<file path="src/rtl/pri_enc_pkg.sv">
// rtl/pri_enc_pkg.sv - shared constants and helpers for the priority-encoder queue
package pri_enc_pkg;

   localparam int MODE_FIXED = 0;
   localparam int MODE_RR    = 1;

   // Index width for an N-wide request word; never narrower than one bit.
   function automatic int idx_width(input int n);
      return (n <= 2) ? 1 : $clog2(n);
   endfunction

endpackage

</file>
<file path="src/rtl/pri_enc_sel.sv">
// rtl/pri_enc_sel.sv - rotating highest-set-bit selector over a pending word
module pri_enc_sel
   import pri_enc_pkg::*;
#(
   parameter int N = 8,
   parameter int W = 3
) (
   input  logic [N-1:0] pending,
   input  logic [W-1:0] start,
   output logic         found,
   output logic [W-1:0] idx,
   output logic [N-1:0] onehot,
   output logic         single
);

   logic [2*N-1:0] dbl;
   logic [W:0]     shamt;
   logic [N-1:0]   rot;
   logic [W-1:0]   hi;
   logic [W:0]     sum;

   // rot[N-1] maps to start, so a highest-set search walks downward from start with wrap.
   assign dbl   = {pending, pending};
   assign shamt = {1'b0, start} + 1'b1;
   assign rot   = N'(dbl >> shamt);

   always_comb begin
      found = 1'b0;
      hi    = '0;
      for (int j = 0; j < N; j++) begin
         if (rot[j]) begin
            found = 1'b1;
            hi    = W'(j);
         end
      end
   end

   always_comb begin
      sum = {1'b0, hi} + {1'b0, start} + 1'b1;
      if (sum >= (W+1)'(N)) begin
         sum = sum - (W+1)'(N);
      end
      idx = W'(sum);
   end

   assign onehot = found ? (N'(1) << idx) : '0;
   assign single = found && ((pending & (pending - N'(1))) == '0);

endmodule

</file>
<file path="src/rtl/pri_enc_queue.sv">
// rtl/pri_enc_queue.sv - registered priority encoder that serialises a request word into index beats
module pri_enc_queue
   import pri_enc_pkg::*;
#(
   parameter  int N    = 8,
   parameter  int MODE = MODE_FIXED,
   localparam int W    = idx_width(N)
) (
   input  logic         clk,
   input  logic         rst_n,
   input  logic [N-1:0] req,
   input  logic         req_valid,
   output logic         req_ready,
   output logic [W-1:0] grant_idx,
   output logic [N-1:0] grant_onehot,
   output logic         grant_valid,
   input  logic         grant_ready,
   output logic         last,
   output logic         zero_err
);

   logic [N-1:0] pending;
   logic [W-1:0] ptr;
   logic [W-1:0] start;
   logic         sel_found;
   logic [W-1:0] sel_idx;
   logic [N-1:0] sel_onehot;
   logic         sel_single;
   logic         accept;
   logic         slot_free;
   logic         load;

   assign req_ready = (pending == '0);
   assign accept    = req_valid && req_ready;
   assign slot_free = !grant_valid || grant_ready;
   assign load      = sel_found && slot_free;
   assign start     = (MODE == MODE_RR) ? ptr : W'(N-1);

   pri_enc_sel #(
      .N (N),
      .W (W)
   ) u_sel (
      .pending (pending),
      .start   (start),
      .found   (sel_found),
      .idx     (sel_idx),
      .onehot  (sel_onehot),
      .single  (sel_single)
   );

   // accept and load are exclusive: accept needs pending empty, load needs it non-empty.
   always_ff @(posedge clk) begin
      if (!rst_n) begin
         pending      <= '0;
         grant_idx    <= '0;
         grant_onehot <= '0;
         grant_valid  <= 1'b0;
         last         <= 1'b0;
         zero_err     <= 1'b0;
         ptr          <= W'(N-1);
      end else begin
         zero_err <= accept && (req == '0);
         if (accept) begin
            pending <= req;
         end else if (load) begin
            pending <= pending & ~sel_onehot;
         end
         if (load) begin
            grant_idx    <= sel_idx;
            grant_onehot <= sel_onehot;
            grant_valid  <= 1'b1;
            last         <= sel_single;
            if (MODE == MODE_RR) begin
               ptr <= (sel_idx == '0) ? W'(N-1) : sel_idx - W'(1);
            end
         end else if (grant_valid && grant_ready) begin
            grant_onehot <= '0;
            grant_valid  <= 1'b0;
            last         <= 1'b0;
         end
      end
   end

endmodule

</file>
<file path="config.mk">
export PLATFORM = sky130hd
export DESIGN_NAME = pri_enc_queue
export DESIGN_NICKNAME = d
export VERILOG_FILES = /design/src/rtl/pri_enc_pkg.sv /design/src/rtl/pri_enc_sel.sv /design/src/rtl/pri_enc_queue.sv
export SDC_FILE = /design/constraint.sdc
export NUM_CORES = 1
export LEC_CHECK = 0
export BUFFER_PORTS_ARGS = -buffer_cell sky130_fd_sc_hd__buf_4
export CORE_MARGIN = 3
export CORE_UTILIZATION = 55
export DETAILED_ROUTE_END_ITERATION = 12
export PLACE_DENSITY = 0.89
export SKIP_CTS_REPAIR_TIMING = 1
export SLEW_MARGIN = 20
export SYNTH_ARGS = -nofsm -noshare
export SYNTH_HDL_FRONTEND = slang
export SYNTH_SLANG_ARGS = --single-unit
</file>
<file path="constraint.sdc">
create_clock -name clk -period 5.82 [get_ports clk]
set_input_delay 1.164 -clock clk [delete_from_list [all_inputs] [get_ports clk]]
set_output_delay 1.164 -clock clk [all_outputs]
set_load 0.005 [all_outputs]
</file>
# Yosys cells after proc, flatten, opt, wreduce, memory -nomap -nowiden
# Cells that the tools add are included.
# word_totals
ff_bits	22
in_bits	12
out_inout_bits	15
word_cells	51
# classes
addsub	4
order_cmp	1
shift	1
n_mux	24
bitwise_logic	3
reduce_logical	12
# ops
cell	n
$mux 8	5
$logic_not 8->1	3
$and 8x8->8	2
$mux 3	5
$mux 1	12
$not 8->8	1
$shl 1x3->8 const A	1
$sub 8x1->8 const B	1
$logic_and 1x1->1	5
$add 3x3->4 const B	1
$add 4x1->4 const B	1
$ge 4x4->1 const B	1
$mux 2	2
$reduce_bool 2->1	2
$sub 3x1->3 const B	1
$logic_not 1->1	1
$logic_or 1x1->1	1

# Longest topological paths before layout
# depth
depth_word	17
depth_mapped	6

# By module
# From an unflattened synthesis, not the netlist that was laid out.
# unflattened
cells_unflattened	222
area_unflattened_um2	1844.3
# modules_own_cells
mod	n_inst	cells_each	area_each_um2
pri_enc_queue	1	98	968.4
pri_enc_sel	1	124	875.8

# Least setup slack after synthesis
# OpenSTA, ideal clock, no wires.
# synth_timing
kind	register to output
from	register pending[7]
to	output port req_ready
arrival_ps	1251
t_required_ps	4656
path_slack_ps	3405
path_stages_with_launch	5
path_buffers	2
path_cell_list	dfxtp_1 buf_6 or4_4 buf_6 nor2_1
# synth_between
elab_chain_cells	1
# synth_lines
item	line	text
from (decl)	pri_enc_queue.sv:22	logic [N-1:0] pending;
from (signal assigned)	pri_enc_queue.sv:64	pending <= req;
from (signal assigned)	pri_enc_queue.sv:66	pending <= pending & ~sel_onehot;
$logic_not 8->1	pri_enc_queue.sv:33	assign req_ready = (pending == '0);
to (decl)	pri_enc_queue.sv:13	output logic req_ready,
# Every way passes these cells.

# Worst setup path after layout
# layout_timing
from	register pending[1]
to	output port req_ready
# Same word-level chain as after synthesis.

==> reports/summary.md <==
The analysis attributes to cell leakage a power of 0.000575 uW. In this run, synthesis inferred 0 flip-flops with an integrated enable. Across the whole layout, storage elements account for 440 um2. The mapped netlist covers 1080 um2. Total I/O pin count: 27. Ranked by total cell area, the synthesized netlist is headed by sky130_fd_sc_hd__dfxtp_1 41%, sky130_fd_sc_hd__a21boi_0 5.6%, sky130_fd_sc_hd__nor2b_1 4.7%. The later pin in the worst-skew pair is clocked with a latency of 310 ps.

Among all flip-flop cells after synthesis, the most frequent one is sky130_fd_sc_hd__dfxtp_1. Setup clock skew after layout: 10.1 ps. Most area-hungry cell type in the Yosys netlist: sky130_fd_sc_hd__dfxtp_1.

The tools report the setup total negative slack as 0 ps. The combined buffer and inverter count along the critical path was 1. The number of nets in the synthesized netlist was 129; the total of endpoints with negative setup slack in the final report was 0. The run gives 40 as the number of different library cells in the post-synthesis netlist.

Net total in the final layout: 153. Power spread over the standard cell area amounts to 444 nW/um2. Counting every sink on the clock net gives 22. The tree is rooted in a sky130_fd_sc_hd__clkbuf_4. After clock tree synthesis, the clock-pin slew on the worst setup and hold paths is 120 ps. The filler cells instantiated in the layout total 137. The area added between synthesis and finish works out to 21.7%.

For the finished layout, the period the worst path requires is 2940 ps. The routed wire length came out at 2.37 mm. Once the floorplan was initialized, standard cells occupied 60.4% of the core. The share of the synthesized area in the top cell type works out to 40.9%.

TritonCTS built the clock tree. Max-slew violation total from the final report: 0. The flow ran to the end, and the final reports show no timing, DRC or antenna violations. The floorplan has 15 rows. Of the synthesized area, sequential elements account for 40.9%. The wire length of the first global-routing pass is 4.02 mm, and the last weighted congestion value of the routability-driven placer is 0.881. The remaining global-route overflow is 0.

In this run the vertical extent of the chip is 50.2 um. Count of H-tree levels built during CTS: 1. The fraction of final layout cells with drive strength greater than 1 came out at 30.7%.

Largest stage delay on the critical path: 670 ps. For the number of antenna violations at the first check in global routing, the log shows 0. The clock buffer count from CTS was 3. The number of detailed-route iterations in the first pass is 4. Summing all multi-input logic gate instances after layout gives 579 um2. After detailed routing, the number of remaining DRC violations is 0. Data on the critical path is required at its endpoint by 4660 ps. The run gives 73.5% as the utilization after layout. A synthesized cell averages 9.20 um2. Die span in x: 50.2 um. Data arrives at the worst endpoint at 1770 ps.

Total number of vias: 965. Synthesis produced 117 cells. The longest clock path from root to sink contains 2 buffers.

The critical path endpoint category was a primary output. For the fmax, the log shows 0.340 GHz. Ranked by instance count, the synthesized netlist is headed by 22 x sky130_fd_sc_hd__dfxtp_1, 10 x sky130_fd_sc_hd__nand2_1, 8 x sky130_fd_sc_hd__a21boi_0, 8 x sky130_fd_sc_hd__nor2b_1. The transition time at the pin with the least slew margin was 693 ps.

Across the run, the number of max-cap violations was 0. The run gives 1310 um2 as the area of all placed cells without fillers. The run gives 27 as the DRC marker count from the first detailed-route iteration.

STA classifies the critical path startpoint as a register. 0 antenna diodes ended up in the layout. The number of port buffers is 26, and the global router's overall resource usage is 20.5%. The number of vias per cell works out to 5.85.

The floorplan step defined a die boundary enclosing 2520 um2. The worst-case IR drop observed on VDD is 0.000224 V. The classification of the worst setup path is reg -> out. The logs give 1.74 mm for the post-DP HPWL and 923 for the number of global-route vias before repair. Dividing the detail-routed wire length by the instance count gives 14.3 um. The share of flip-flops with an asynchronous set or reset was 0%. Hold violation count in the final report: 0. Most frequent cell after synthesis: sky130_fd_sc_hd__dfxtp_1.

In the finished design, the share of the clock period the worst path needs comes to 50.5%. The run gives 0 as the remaining antenna violation count after routing. Across all hold checks on the routed design, the worst slack comes to 484 ps. Placeable core region: 1780 um2.

The register bit total from synthesis is 22. The tools report the tightest slew margin relative to the limit as 53.5%. Along the worst path, the maximum fanout reaches 6. Entering global routing, the biggest net connects 28 pins. The placed instances occupy a cell area of 1260 um2. The path type of the worst min-delay path was reg -> reg. The total number of yosys warnings was 0.

Setup repair after global routing left no endpoint under its margin. Traced cell by cell, the critical path runs through or4_1 > nor2_1 > buf_4. The library cell contributing the largest single delay on the critical path was sky130_fd_sc_hd__or4_1. The kind of cell with the highest combined delay along the critical path is simple AND/OR/NAND/NOR gates.
==> registers in the layout, indices dropped and copies added (netlist names) <==
signal / cells
zero_err: 1
grant_onehot: 8
last: 1
pending: 8
grant_idx: 3
grant_valid: 1
==> cell usage in the layout, fill, tap and decap left out, drive strengths merged <==
cell,Yosys,routed
nor3,5,5
a31o,4,4
a21oi,2,2
and3,5,5
nand2b,1,1
nor2,5,5
nand3,2,2
clkbuf,2,3
a211o,2,2
a21bo,1,1
bufinv,0,1
a22oi,4,4
or2,3,3
buf,5,26
or3,2,2
nor2b,8,8
o21bai,1,1
nand4,1,1
o31a,1,1
nand2,10,10
a21boi,8,8
o211a,1,1
or4,2,2
dfxtp,22,22
nor4,2,2
or4b,2,2
maj3,2,2
o21a,1,1
nor3b,1,1
o31ai,2,2
o21ai,4,4
a2bb2oi,1,1
nand3b,1,1
a32o,1,1
inv,3,3
==> through the flow <==
| step | setup slack, ps | power, uW | cells |
|---|---|---|---|
| after floorplan | 3410 | 393 | 117 |
| after global placement | 3290 | 461 | 161 |
| after detailed placement | 3220 | 470 | 161 |
| after CTS | 2870 | 586 | 165 |
| after global routing | 2790 | 621 | 165 |
| final | 2880 | 582 | 165 |
==> logic make-up (layout without fill, tap and decap cells) <==
kind of cell | Yosys count | in the layout | synth area share (%)
AND/OR/NAND/NOR | 50 | 50 | 28.3
AO/OA/AOI/OAI | 33 | 33 | 23.7
flip-flops | 22 | 22 | 40.9
buffers and inverters | 10 | 33 | 5.23
adder cells (fa/ha/maj) | 2 | 2 | 1.86
==> worst register-to-register path, delay by kind of cell, from the launching register on <==
| family | cells | cell delay, ps |
|---|---|---|
| flip-flops | 1 | 420 |
| AO/OA/AOI/OAI | 1 | 230 |
| AND/OR/NAND/NOR | 3 | 1320 |
==> worst paths after layout <==
path,start,end,slack (ps),cells after the start
worst max-delay path,pending[1]$_SDFFE_PN0P_,req_ready,2880,3
worst min-delay path,grant_onehot[2]$_SDFFE_PN0P_,grant_onehot[2]$_SDFFE_PN0P_,480,2
worst max register to register,pending[7]$_SDFFE_PN0P_,pending[0]$_SDFFE_PN0P_,3760,4
worst min register to register,grant_onehot[2]$_SDFFE_PN0P_,grant_onehot[2]$_SDFFE_PN0P_,480,2
==> power by group <==
part	switching, uW	internal (uW)	total (uW)
logic	126	124	250
registers	31.8	186	218
clock network	44.8	69.6	114
==> layer usage <==
layer	global-route usage (%)	wire, um	up-vias
met5	0	0	-
met4	8.29	31	0
met3	2.67	109	4
met2	35.4	1200	33
met1	25.3	1030	452
li1	-	-	476
==> cell type report <==
type                            count  area share [%]
Inverter                            3           0.860
Clock buffer                        3            1.72
Multi-Input combinational cell     85            44.2
Timing Repair Buffer               26            14.9
Clock inverter                      1            2.29
Sequential cell                    22            33.6
Tap cell                           25            2.39
Power figures use the tool's default switching activity.
